### src/rtl/fft_pkg.sv
// Shared definitions for the FFT read-side reorder logic.
//   bitrev  : reverses the low n_log2 bits of an index (bits above are returned as 0)
//   cplx_t  : complex sample {re, im} at the default last-stage width
//   N       : default frame size
package fft_pkg;

    localparam int N_LOG2_DEF = 4;
    localparam int N          = 2 ** N_LOG2_DEF;
    localparam int DW_DEF     = 14;
    localparam int IDX_MAX_W  = 16;

    typedef struct packed {
        logic signed [DW_DEF-1:0] re;
        logic signed [DW_DEF-1:0] im;
    } cplx_t;

    // Shifting idx[0] in first leaves it in the top used bit, which is the reversal.
    function automatic logic [IDX_MAX_W-1:0] bitrev(input logic [IDX_MAX_W-1:0] idx,
                                                    input int n_log2);
        logic [IDX_MAX_W-1:0] r;
        r = '0;
        for (int i = 0; i < IDX_MAX_W; i++) begin
            if (i < n_log2) begin
                r = {r[IDX_MAX_W-2:0], idx[i]};
            end
        end
        return r;
    endfunction

endpackage

### src/rtl/fft_bank_ram.sv
// One frame bank of the ping-pong reorder buffer: 2**N_LOG2 words of {re, im}.
//   clk   : clock
//   we    : write enable, stores wdata at waddr on the rising edge
//   waddr : write address (arrival order)
//   wdata : {re, im}
//   raddr : read address
//   rdata : combinational read of the word at raddr
// Contents are deliberately not reset; a frame is only read after it was fully written.
module fft_bank_ram
    import fft_pkg::*;
#(
    parameter int DW     = 14,
    parameter int N_LOG2 = 4
) (
    input  logic                clk,
    input  logic                we,
    input  logic [N_LOG2-1:0]   waddr,
    input  logic [2*DW-1:0]     wdata,
    input  logic [N_LOG2-1:0]   raddr,
    output logic [2*DW-1:0]     rdata
);

    logic [2*DW-1:0] mem [2**N_LOG2];

    always_ff @(posedge clk) begin
        if (we) begin
            mem[waddr] <= wdata;
        end
    end

    assign rdata = mem[raddr];

endmodule

### src/rtl/fft_bitrev_reorder.sv
// Reorders frames from the SDF butterfly chain (bit-reversed order, one sample per
// cycle, no stall) into natural bin order, using two frame banks in ping-pong.
//   clk, rst            : clock, synchronous active-high reset
//   in_valid/re/im      : input sample; dropped (and ovf set) when in_ready is low
//   in_ready            : the bank currently being written is free
//   out_valid/out_ready : output handshake; output registers hold while stalled
//   out_re/out_im       : sample of bin out_idx
//   out_sof/out_last    : out_idx is 0 / N-1
//   ovf                 : sticky dropped-sample flag, cleared only by rst
module fft_bitrev_reorder
    import fft_pkg::*;
#(
    parameter int DW     = 14,
    parameter int N_LOG2 = 4
) (
    input  logic                     clk,
    input  logic                     rst,
    input  logic                     in_valid,
    input  logic signed [DW-1:0]     in_re,
    input  logic signed [DW-1:0]     in_im,
    output logic                     in_ready,
    output logic                     out_valid,
    input  logic                     out_ready,
    output logic signed [DW-1:0]     out_re,
    output logic signed [DW-1:0]     out_im,
    output logic [N_LOG2-1:0]        out_idx,
    output logic                     out_sof,
    output logic                     out_last,
    output logic                     ovf
);

    localparam logic [N_LOG2-1:0] CNT_LAST = '1;

    logic                wbank;
    logic                rbank;
    logic [N_LOG2-1:0]   wcnt;
    logic [N_LOG2-1:0]   rcnt;
    logic [1:0]          full;
    logic [1:0]          full_nxt;
    logic                accept;
    logic                wr_done;
    logic                fetch;
    logic                rd_done;
    logic [1:0]          we;
    logic [N_LOG2-1:0]   raddr;
    logic [2*DW-1:0]     rdata [2];
    logic [2*DW-1:0]     rd_sel;

    // Write side: the writer only ever targets a bank that is not full, and the
    // reader only reads a full one, so the two never share a bank.
    assign in_ready = !full[wbank];
    assign accept   = in_valid && in_ready;
    assign wr_done  = accept && (wcnt == CNT_LAST);
    assign we[0]    = accept && !wbank;
    assign we[1]    = accept && wbank;

    // Read side: natural bin rcnt lives at arrival position bitrev(rcnt).
    assign fetch    = full[rbank] && (!out_valid || out_ready);
    assign rd_done  = fetch && (rcnt == CNT_LAST);
    assign raddr    = N_LOG2'(bitrev(IDX_MAX_W'(rcnt), N_LOG2));
    assign rd_sel   = rdata[rbank];

    for (genvar b = 0; b < 2; b++) begin : g_bank
        fft_bank_ram #(
            .DW     (DW),
            .N_LOG2 (N_LOG2)
        ) u_bank (
            .clk   (clk),
            .we    (we[b]),
            .waddr (wcnt),
            .wdata ({in_re, in_im}),
            .raddr (raddr),
            .rdata (rdata[b])
        );
    end

    // Completing one bank and releasing the other in the same cycle are independent.
    always_comb begin
        full_nxt = full;
        if (wr_done) begin
            full_nxt[wbank] = 1'b1;
        end
        if (rd_done) begin
            full_nxt[rbank] = 1'b0;
        end
    end

    always_ff @(posedge clk) begin
        if (rst) begin
            wbank <= 1'b0;
            wcnt  <= '0;
            full  <= '0;
            ovf   <= 1'b0;
        end else begin
            full <= full_nxt;
            if (accept) begin
                wcnt <= wcnt + 1'b1;
                if (wcnt == CNT_LAST) begin
                    wbank <= !wbank;
                end
            end
            if (in_valid && !in_ready) begin
                ovf <= 1'b1;
            end
        end
    end

    // Output register stage
    always_ff @(posedge clk) begin
        if (rst) begin
            rbank     <= 1'b0;
            rcnt      <= '0;
            out_valid <= 1'b0;
            out_re    <= '0;
            out_im    <= '0;
            out_idx   <= '0;
            out_sof   <= 1'b0;
            out_last  <= 1'b0;
        end else if (fetch) begin
            out_valid <= 1'b1;
            out_re    <= $signed(rd_sel[2*DW-1:DW]);
            out_im    <= $signed(rd_sel[DW-1:0]);
            out_idx   <= rcnt;
            out_sof   <= (rcnt == '0);
            out_last  <= (rcnt == CNT_LAST);
            rcnt      <= rcnt + 1'b1;
            if (rcnt == CNT_LAST) begin
                rbank <= !rbank;
            end
        end else if (out_ready) begin
            out_valid <= 1'b0;
        end
    end

endmodule

### config.mk
export PLATFORM = sky130hd
export DESIGN_NAME = fft_bitrev_reorder
export DESIGN_NICKNAME = d
export VERILOG_FILES = /design/src/rtl/fft_pkg.sv /design/src/rtl/fft_bank_ram.sv /design/src/rtl/fft_bitrev_reorder.sv
export SDC_FILE = /design/constraint.sdc
export NUM_CORES = 1
export LEC_CHECK = 0
export CAP_MARGIN = 30
export CELL_PAD_IN_SITES_DETAIL_PLACEMENT = 1
export CELL_PAD_IN_SITES_GLOBAL_PLACEMENT = 2
export CORE_ASPECT_RATIO = 1.2
export CORE_MARGIN = 3
export CORE_UTILIZATION = 54
export CTS_CLUSTER_DIAMETER = 100
export DETAILED_ROUTE_END_ITERATION = 10
export PLACE_DENSITY_LB_ADDON = 0.12
export RECOVER_POWER = 25
export SYNTH_ARGS = -nofsm -noshare
export SYNTH_HDL_FRONTEND = slang
export SYNTH_HIERARCHICAL = 1
export SYNTH_SLANG_ARGS = --single-unit
### constraint.sdc
create_clock -name clk -period 8.2 [get_ports clk]
set_clock_uncertainty 0.15 [all_clocks]
set_input_delay 0.82 -clock clk [delete_from_list [all_inputs] [get_ports clk]]
set_output_delay 0.82 -clock clk [all_outputs]
set_load 0.1 [all_outputs]
==> metrics.txt <==
failing checks max-capacitance violations, max-slew violations; area added between synthesis and finish 15.0%; sequential cell area fraction in the yosys report 77.1%; cell type contributing the most total cell area after synthesis sky130_fd_sc_hd__edfxtp_1; worst slack after detailed placement 4140 ps; average wire length per cell after detail routing 31.7 microns; clock latency reported for the late side of the worst-skew pair 650 ps; Mapped Cells about 1,700; detailed-route wire length 87,300 microns; maximum clock frequency around 260 MHz; ANT nets after route 0; Reg2Reg Launch Point rcnt[2]; Die Footprint 0.0701 sq mm; dominant cells by area after synthesis sky130_fd_sc_hd__edfxtp_1 74%, sky130_fd_sc_hd__mux4_2 12%, sky130_fd_sc_hd__dfxtp_1 2.7%; mean instance size in the synthesized netlist 21.9 sq um; worst min-delay path category reg -> reg; Inserted Diodes 0; Worst Setup End Kind output pin; TritonCTS clock tree built; multi-input gate area in the final layout 0.00787 sq mm; via total after detailed routing 17,263; H-tree levels 3; measured slew at the worst slew-check pin 1760 ps; endpoint of the worst hold-timing path ovf; Top-Level Pins 69; total congestion overflow after global routing 0; Peak VDD IR 0.182 mV; max_cap viols 9; maximum fanout along the worst path 9; net count after synthesis 1,685; remaining max-slew budget at the tightest pin -17.1%; commonest cells in the netlist 896 x sky130_fd_sc_hd__edfxtp_1, 188 x sky130_fd_sc_hd__mux4_2, 112 x sky130_fd_sc_hd__a22oi_1; WHS 326 ps; worst min-delay path startpoint ovf; total power density per cell area approximately 230 mW/mm^2; root buf cell sky130_fd_sc_hd__clkbuf_16; most repeated cell in the gate-level netlist after synthesis sky130_fd_sc_hd__edfxtp_1; Inserted Clock Buffers 90; Synth Register Bits between 900 and 1,000; outcome finished with violations; Filler cells 5,312; vias in the first global route around 18,000; Placer Congestion 0.752; routed vias/inst 6.26; post-synthesis adder-cell area fraction less than 1%; DP Wirelength 51,700 microns; flip-flop cell with the highest count after synthesis sky130_fd_sc_hd__edfxtp_1; post-CTS repair timing setup buffer count 0; netlist area before placement approximately 0.036 sq mm; Synth Area in Simple Gates between 1.5 and 2%; Synth Area in XOR/XNOR 0%; setup repair after global routing missed its margin false; length in cells of the worst reg-to-reg path 6; initial DRC count 1,854; maximum root-to-sink buffer count 3; CP Launch Type register; number of instances resized during post-cts repair 0; slack of the worst reg-to-reg path between 4000 and 5000 ps; Post-synth EDFFs ~900; total of warnings raised by yosys 6; worst setup margin around 4400 ps; router iterations before antenna repair 5; FF/Latch Area 0.0279 sq mm; async set or reset register ratio after synthesis 0%; standard-cell row count 103; final number of setup-violating endpoints 0; first-pass GRT wire length 127,000 microns; post-route clock period utilization 46.4%; total count of hold-check failures in the final report 0; x dimension of the die roughly 240 microns; worst flop-to-flop path endpoint out_im[3]; global-route total usage across every layer 25.3%; number of design rule violations left after detail routing 0; clk sinks around 940; static leakage power 12.6 nW; critical path required time 7230 ps; library cells used by synthesis around 40; Worst Path Class, Setup reg -> out; net total in the final layout 1,833; fraction of final layout cells with drive strength greater than 1 23.2%; number of input and output port buffers inserted 68; multiplexer share of the synthesized area 15.3%; worst endpoint data arrival time about 2800 ps; maximum number of pins on one net before global-route repair between 100 and 150; number of antenna violations at the first check in global routing 4; Post-Layout Cell Count roughly 2,800; number of placed cells counting well taps between 2,000 and 3,000; utilization after layout 63.0%; Post-CTS Hold Buffers 0; count of pins over their slew limit 297; proportion of netlist area held by the largest area contributor 74.4%; Die Ht 289 microns; Hold Path Cell Cnt 2; fraction of the mapped netlist area in compound gates 3.82%; Initial Util a little over half; largest family of logic cells by synthesized area multiplexers; clk slew on worst S/H paths around 60 ps; Final Critical Period 3800 ps; core box area 0.0660 sq mm; setup total negative slack 0 ps
[worst max-delay path: stages, from the launching register on]
cell and delay [ps]:
sky130_fd_sc_hd__dfxtp_1 400, sky130_fd_sc_hd__mux2_1 460, sky130_fd_sc_hd__inv_1 160, sky130_fd_sc_hd__clkdlybuf4s50_1 1160
[routing by layer]
layer | part of all wire, % | wire length, microns | global-route usage [%] | vias to the layer above
met5 | 0.050 | 44 | 0 | -
met4 | 1.8 | 1570 | 6.45 | 8
met3 | 6.7 | 5840 | 4.13 | 96
met2 | 51 | 44400 | 42.2 | 559
met1 | 41 | 35500 | 35.4 | 9297
li1 | - | - | - | 7303
[report_power, final]
group	internal (mW)	switching (mW)	total, mW	leakage, nW
clock	2.25	1.73	3.98	1.37
combinational	0.0544	0.143	0.197	2.77
sequential	5.30	0.00610	5.30	8.46
total	7.60	1.88	9.48	12.6
[sequential cells by signal, summed over array words and instances, names as in the netlist]
register           cells
g_bank.u_bank/mem    896
out_im                14
out_re                14
out_idx                4
rcnt                   4
wcnt                   4
full                   2
out_last               1
out_sof                1
out_valid              1
ovf                    1
rbank                  1
wbank                  1
[how the worst max path moves through the flow]
stage | from | to | slack (ps)
finish | wbank | in_ready | 4400
global route | wbank | in_ready | 4280
CTS | wbank | in_ready | 4470
detailed placement | in_valid | g_bank[0].u_bank/mem[2][19] | 4140
global placement | in_valid | g_bank[0].u_bank/mem[2][19] | 3810
floorplan | in_valid | g_bank[0].u_bank/mem[0][0] | 3720
[cells by family after synthesis]
kind of cell,after synthesis
compound gates,201
fa+ha+maj,3
buf+inv,102
flops,944
mux,257
simple gates,143
[cell type report]
class | instances | area share (%)
clock inverter | 48 | 1.02
timing repair buffer | 151 | 4.57
multi-input combinational | 604 | 18.9
sequential | 944 | 67.0
tap | 892 | 2.68
inverter | 7 | 0.0632
clock buffer | 111 | 5.71
[metrics by stage]
| stage | power [mW] | area [sq um] |
|---|---|---|
| after floorplan | 5.45 | 36100 |
| after global placement | 5.57 | 37900 |
| after detailed placement | 5.60 | 38700 |
| after CTS | 9.57 | 41500 |
| after global routing | 9.75 | 41600 |
| final | 9.48 | 41600 |
[placed cells by master (no fill, tap or decap), types with 6 or more instances in the layout]
cell type / netlist / layout
sky130_fd_sc_hd__inv_1: 7 / 7
sky130_fd_sc_hd__a21oi_1: 43 / 43
sky130_fd_sc_hd__clkbuf_16: 0 / 92
sky130_fd_sc_hd__mux4_1: 36 / 36
sky130_fd_sc_hd__bufinv_16: 0 / 6
sky130_fd_sc_hd__mux4_2: 188 / 188
sky130_fd_sc_hd__nor2_4: 0 / 26
sky130_fd_sc_hd__mux2i_1: 28 / 28
sky130_fd_sc_hd__buf_12: 10 / 7
sky130_fd_sc_hd__clkbuf_1: 51 / 33
sky130_fd_sc_hd__buf_4: 1 / 32
sky130_fd_sc_hd__nand3_1: 12 / 12
sky130_fd_sc_hd__a22oi_1: 112 / 112
sky130_fd_sc_hd__dfxtp_1: 48 / 45
sky130_fd_sc_hd__nor3_2: 1 / 9
sky130_fd_sc_hd__a211oi_1: 29 / 29
sky130_fd_sc_hd__edfxtp_1: 896 / 896
sky130_fd_sc_hd__clkinv_1: 0 / 18
sky130_fd_sc_hd__nor2_1: 34 / 7
sky130_fd_sc_hd__dlygate4sd3_1: 0 / 22
sky130_fd_sc_hd__buf_16: 0 / 28
sky130_fd_sc_hd__clkinv_2: 0 / 15
sky130_fd_sc_hd__o21ai_0: 12 / 12
sky130_fd_sc_hd__nand2_1: 59 / 59
sky130_fd_sc_hd__clkdlybuf4s50_1: 0 / 45
(Power assumes the default switching activity.)
